File: src/rtl/freq_meter.sv
// Gated rising-edge counter for slow external signals; publishes one count per gate window.
// Optional period measurement between consecutive edges is built when FREQ_METER_PERIOD_EN is defined.
module freq_meter #(
  parameter int frequency = 27_000_000,
  parameter int gate_hz   = 1,
  parameter int COUNT_W   = 16,
  parameter int PERIOD_W  = 25
) (
  input  logic               clk,
  input  logic               rst,
  input  logic               en,
  input  logic               sig_in,
  output logic [COUNT_W-1:0] freq_count,
  output logic               valid,
  output logic               overflow,
  output logic               busy
`ifdef FREQ_METER_PERIOD_EN
  ,
  output logic [PERIOD_W-1:0] period,
  output logic                period_valid
`endif
);

  localparam int GATE_CYC = frequency / gate_hz;
  localparam int GW       = (GATE_CYC > 1) ? $clog2(GATE_CYC) : 1;
  localparam logic [GW-1:0]      LAST = GW'(GATE_CYC - 1);
  localparam logic [COUNT_W-1:0] CMAX = {COUNT_W{1'b1}};

  if (COUNT_W < 1 || PERIOD_W < 1 || GATE_CYC < 2) begin : g_param_check
    $error("freq_meter: bad parameterisation");
  end

  // state | meaning
  // IDLE  | no window open, counters held at zero
  // GATE  | window open, counting detected rising edges
  typedef enum logic {IDLE = 1'b0, GATE = 1'b1} state_t;

  state_t             r_state;
  logic               r_s1, r_s2, r_s3;
  logic [GW-1:0]      r_gate_cnt;
  logic [COUNT_W-1:0] r_edge_cnt;
  logic               r_sat;
  logic [COUNT_W-1:0] r_freq_count;
  logic               r_valid;
  logic               r_overflow;
  logic               r_busy;

  logic               w_edge;
  logic               w_last;
  logic               w_edge_sat;
  logic               w_sat_any;
  logic [COUNT_W-1:0] w_edge_next;

  always_ff @(posedge clk or posedge rst) begin
    if (rst) begin
      r_s1 <= 1'b0;
      r_s2 <= 1'b0;
      r_s3 <= 1'b0;
    end else begin
      r_s1 <= sig_in;
      r_s2 <= r_s1;
      r_s3 <= r_s2;
    end
  end

  assign w_edge      = r_s2 & ~r_s3;
  assign w_last      = (r_gate_cnt == LAST);
  // An edge arriving while the count is already full is the one that gets lost.
  assign w_edge_sat  = w_edge && (r_edge_cnt == CMAX);
  assign w_sat_any   = r_sat | w_edge_sat;
  assign w_edge_next = w_edge_sat ? CMAX : r_edge_cnt + {{(COUNT_W-1){1'b0}}, w_edge};

  always_ff @(posedge clk or posedge rst) begin
    if (rst) begin
      r_state      <= IDLE;
      r_gate_cnt   <= '0;
      r_edge_cnt   <= '0;
      r_sat        <= 1'b0;
      r_freq_count <= '0;
      r_valid      <= 1'b0;
      r_overflow   <= 1'b0;
      r_busy       <= 1'b0;
    end else begin
      r_valid <= 1'b0;
      case (r_state)
        IDLE: begin
          r_gate_cnt <= '0;
          r_edge_cnt <= '0;
          r_sat      <= 1'b0;
          if (en) begin
            r_state <= GATE;
            r_busy  <= 1'b1;
          end
        end
        GATE: begin
          if (w_last) begin
            r_freq_count <= w_edge_next;
            r_overflow   <= w_sat_any;
            r_valid      <= 1'b1;
            r_gate_cnt   <= '0;
            r_edge_cnt   <= '0;
            r_sat        <= 1'b0;
            if (!en) begin
              r_state <= IDLE;
              r_busy  <= 1'b0;
            end
          end else if (!en) begin
            r_state    <= IDLE;
            r_busy     <= 1'b0;
            r_gate_cnt <= '0;
            r_edge_cnt <= '0;
            r_sat      <= 1'b0;
          end else begin
            r_gate_cnt <= r_gate_cnt + GW'(1);
            r_edge_cnt <= w_edge_next;
            r_sat      <= w_sat_any;
          end
        end
      endcase
    end
  end

  assign freq_count = r_freq_count;
  assign valid      = r_valid;
  assign overflow   = r_overflow;
  assign busy       = r_busy;

`ifdef FREQ_METER_PERIOD_EN
  localparam logic [PERIOD_W-1:0] PMAX = {PERIOD_W{1'b1}};

  logic [PERIOD_W-1:0] r_per_cnt;
  logic                r_per_armed;
  logic [PERIOD_W-1:0] r_period;
  logic                r_period_valid;

  // r_per_cnt restarts at 1 on each edge so its value at the next edge is the full interval.
  always_ff @(posedge clk or posedge rst) begin
    if (rst) begin
      r_per_cnt      <= '0;
      r_per_armed    <= 1'b0;
      r_period       <= '0;
      r_period_valid <= 1'b0;
    end else begin
      r_period_valid <= 1'b0;
      if (!en) begin
        r_per_cnt   <= '0;
        r_per_armed <= 1'b0;
      end else if (w_edge) begin
        r_per_cnt   <= PERIOD_W'(1);
        r_per_armed <= 1'b1;
        if (r_per_armed) begin
          r_period       <= r_per_cnt;
          r_period_valid <= 1'b1;
        end
      end else if (r_per_cnt != PMAX) begin
        r_per_cnt <= r_per_cnt + PERIOD_W'(1);
      end
    end
  end

  assign period       = r_period;
  assign period_valid = r_period_valid;
`endif

endmodule

File: config.mk
export PLATFORM = sky130hd
export DESIGN_NAME = freq_meter
export DESIGN_NICKNAME = d
export VERILOG_FILES = /design/src/rtl/freq_meter.sv
export SDC_FILE = /design/constraint.sdc
export NUM_CORES = 1
export LEC_CHECK = 0
export ABC_CLOCK_PERIOD_IN_PS = 2760
export CAP_MARGIN = 40
export CORE_ASPECT_RATIO = 1.75
export CORE_MARGIN = 1
export CORE_UTILIZATION = 35
export CTS_CLUSTER_DIAMETER = 100
export DETAILED_ROUTE_END_ITERATION = 8
export GPL_ROUTABILITY_DRIVEN = 0
export PLACE_DENSITY = 0.52
export SLEW_MARGIN = 20
export SYNTH_ARGS = -nofsm -noshare
export SYNTH_HDL_FRONTEND = slang
export SYNTH_SLANG_ARGS = --single-unit
File: constraint.sdc
create_clock -name clk -period 2.76 [get_ports clk]
set_input_delay 0.552 -clock clk [delete_from_list [all_inputs] [get_ports clk]]
set_output_delay 0.552 -clock clk [all_outputs]
set_load 0.005 [all_outputs]
==> reports/metrics.cfg <==
[clock_network]
cts_tree = built
clockRootBuffer = clkbuf_16
ctsHtreeMaxLevel = 3
cts.clk_slew.worst_paths_ns = 0.05
cts.sinks = 65
hold_buffers = 0
clock_latency_ns = 0.32
clock_path_buffers = 2
cts_setup_buffers = 0
cts_resized = 0
numCtsBuffers = 9

[global_route]
grt-ovfl-total = 0
grt_max_degree = 33
grt_pass1_vias = 2300
grt_pass1_wl_mm = 10.8
track_usage = 0.158
antenna_found_initial = 0

[sta]
tns_ns = 0
tightest_slew_ns = 0.450
slew_headroom = 0.697
fmax_ghz = 0.463
drv_slew = 0
hold_violations = 0
clock_skew_ns = 0.00748
rsz0062_at_grt = false
fin_crit_ns = 2.16
period_share = 0.782
setup_viol = 0

[critical_path]
crit_path_start_kind = flip-flop
setup.worst_path.end = freq_count[15]
timing.rr.end = freq_count[15]
r2r_start = r_gate_cnt[18]
crit_start = r_gate_cnt[18]
cp-end-kind = flip-flop
reg2reg_depth = 5
critPathRequiredTime_ns = 2.97
cp.arrival_ns = 2.36
critical_path_class = reg -> reg
worst-r2r-setup-slack_ns = 0.60
critPathMaxFanout = 4

[power]
power.leakage_nw = 1.57
clockPowerShare = 0.540
pwr-share-seq = 0.436
p_int_w = 0.00180
power.net_switching_w = 0.000415
vdd_drop_max_uv = 336
netSwitchingFraction = 0.187
pwr-share-comb = 0.024
power.density_nw_per_um2 = 598

[drt]
viasPerCell = 4.88
drcViolationCount = 0
antenna_left = 0
wire_per_inst_um = 13.6
drt-total-wl_mm = 6.21
vias = 2232
firstDrtPassIters = 4
dr.first_iter.drc_count = 161

[finish]
diodes = 0
final_common_cell = dfrtp_1
area_growth_syn_to_layout_pct = 23.7
final_cell_mix = dfrtp_1, nor2_1, nand2_1
fillers = 830
stdcell_count = 457
nets = 344
final_layout_size_suffix_gt1_frac = 0.0994

[die]
core_um2 = 8310
die_area_um2 = 8940
fp-row-count = 44
initial_core_util = 0.360
pin_count = 23
die_h_um = 124
die_w_um = 71.9

[logic_synthesis]
ys_seq_elements = 65
synth_nets = 313
synth_cells = 306
yosysWarningCount = 0
ys.flop_type = dfrtp_1
avgSynthCellArea_um2 = 9.78
synth.yosys.seq_area_share = 0.544
synth_area_um2 = 2990
synth.distinct_cells = 36
synth_edf_count = 0
async_flop_share = 1.00

[outcome]
status = completed

[hold_path]
hp-class = reg -> reg
hold_start = r_s1

[placement]
dp_cells = 441
portBuffers = 22
dpl.hpwl_mm = 4.60

[job]
cap_violations = 0

worst max-delay path: stages, from the launching register on:
cell and delay [ns]:
dfrtp_1 0.42, nor4b_2 0.31, nand4_1 0.20, or4_1 0.55, nor3_2 0.21, mux2_2 0.35
logic make-up (layout without fill, tap and decap cells):
logic type      after synthesis  after routing  share of synthesized area
simple gates                152            152                      0.251
buf+inv                      24             60                     0.0385
flops                        65             65                      0.544
mux                           3              3                     0.0109
fa+ha+maj                     4              4                     0.0159
xor+xnor                     30             30                     0.0878
compound gates               28             28                     0.0519
sequential cells by signal, summed over array words and instances, names as in the netlist:
signal      count
overflow        1
freq_count     16
r_s2            1
r_gate_cnt     25
r_s1            1
r_sat           1
busy            1
r_edge_cnt     16
r_state         1
valid           1
r_s3            1
synth_stat cells, drive strengths merged (3+ instances only):
master | n | area, um^2
and4 | 4 | 35.0
nand2 | 25 | 93.8
xnor2 | 11 | 96.3
nor4 | 4 | 25.0
xor2 | 19 | 166
o21ai | 15 | 75.1
inv | 12 | 45.0
clkbuf | 3 | 13.8
a21oi | 7 | 35.0
ha | 3 | 37.5
nand3 | 19 | 95.1
and3 | 7 | 45.1
or4 | 3 | 22.5
nor3 | 10 | 65.1
nor2 | 56 | 210
nand4 | 14 | 87.6
dfrtp | 65 | 1630
or3 | 5 | 31.3
buf | 9 | 56.3
layout make-up:
type / instances / area (um^2) / area share
Tap cell: 115 / 144 / 0.0389
Timing Repair Buffer: 32 / 308 / 0.0832
Multi-Input combinational cell: 217 / 1250 / 0.338
Clock inverter: 1 / 30.0 / 0.00811
Inverter: 12 / 45.0 / 0.0122
Clock buffer: 15 / 298 / 0.0805
Sequential cell: 65 / 1630 / 0.439
power by group through the flow:
stage	clock network (W)	registers (W)	logic, W
after floorplan	0	0.000980	0.0000312
after global placement	0	0.000981	0.0000556
after detailed placement	0	0.000981	0.0000559
after CTS	0.00123	0.000964	0.0000559
after global routing	0.00126	0.000965	0.0000614
final	0.00120	0.000965	0.0000528
layer usage:
metal  part of all wire  global-route usage  vias to the layer above
met4              0.026              0.0796                        0
met3              0.027              0.0437                       13
met1               0.40               0.171                     1075
met5                  0                   0                        -
li1                   -                   -                     1107
met2               0.55               0.276                       37
stage by stage:
stage	power (W)	area [um^2]	setup WS (ns)	hold WS (ns)	utilization
finish	0.00221	3700	0.602	0.357	0.445
global route	0.00229	3700	0.406	0.374	0.445
CTS	0.00225	3700	0.566	0.361	0.445
detailed placement	0.00104	3370	0.581	0.343	0.406
global placement	0.00104	3370	0.586	0.346	0.406
floorplan	0.00101	2990	0.582	0.331	-
worst min-delay path by stage:
stage	depth (start not counted)	to	slack [ns]
after floorplan	0	r_s2	0.33
after global placement	0	r_s2	0.35
after detailed placement	0	r_s2	0.34
after CTS	0	r_s2	0.36
after global routing	0	r_s2	0.37
final	0	r_s2	0.36
Power figures use the tool's default switching activity.
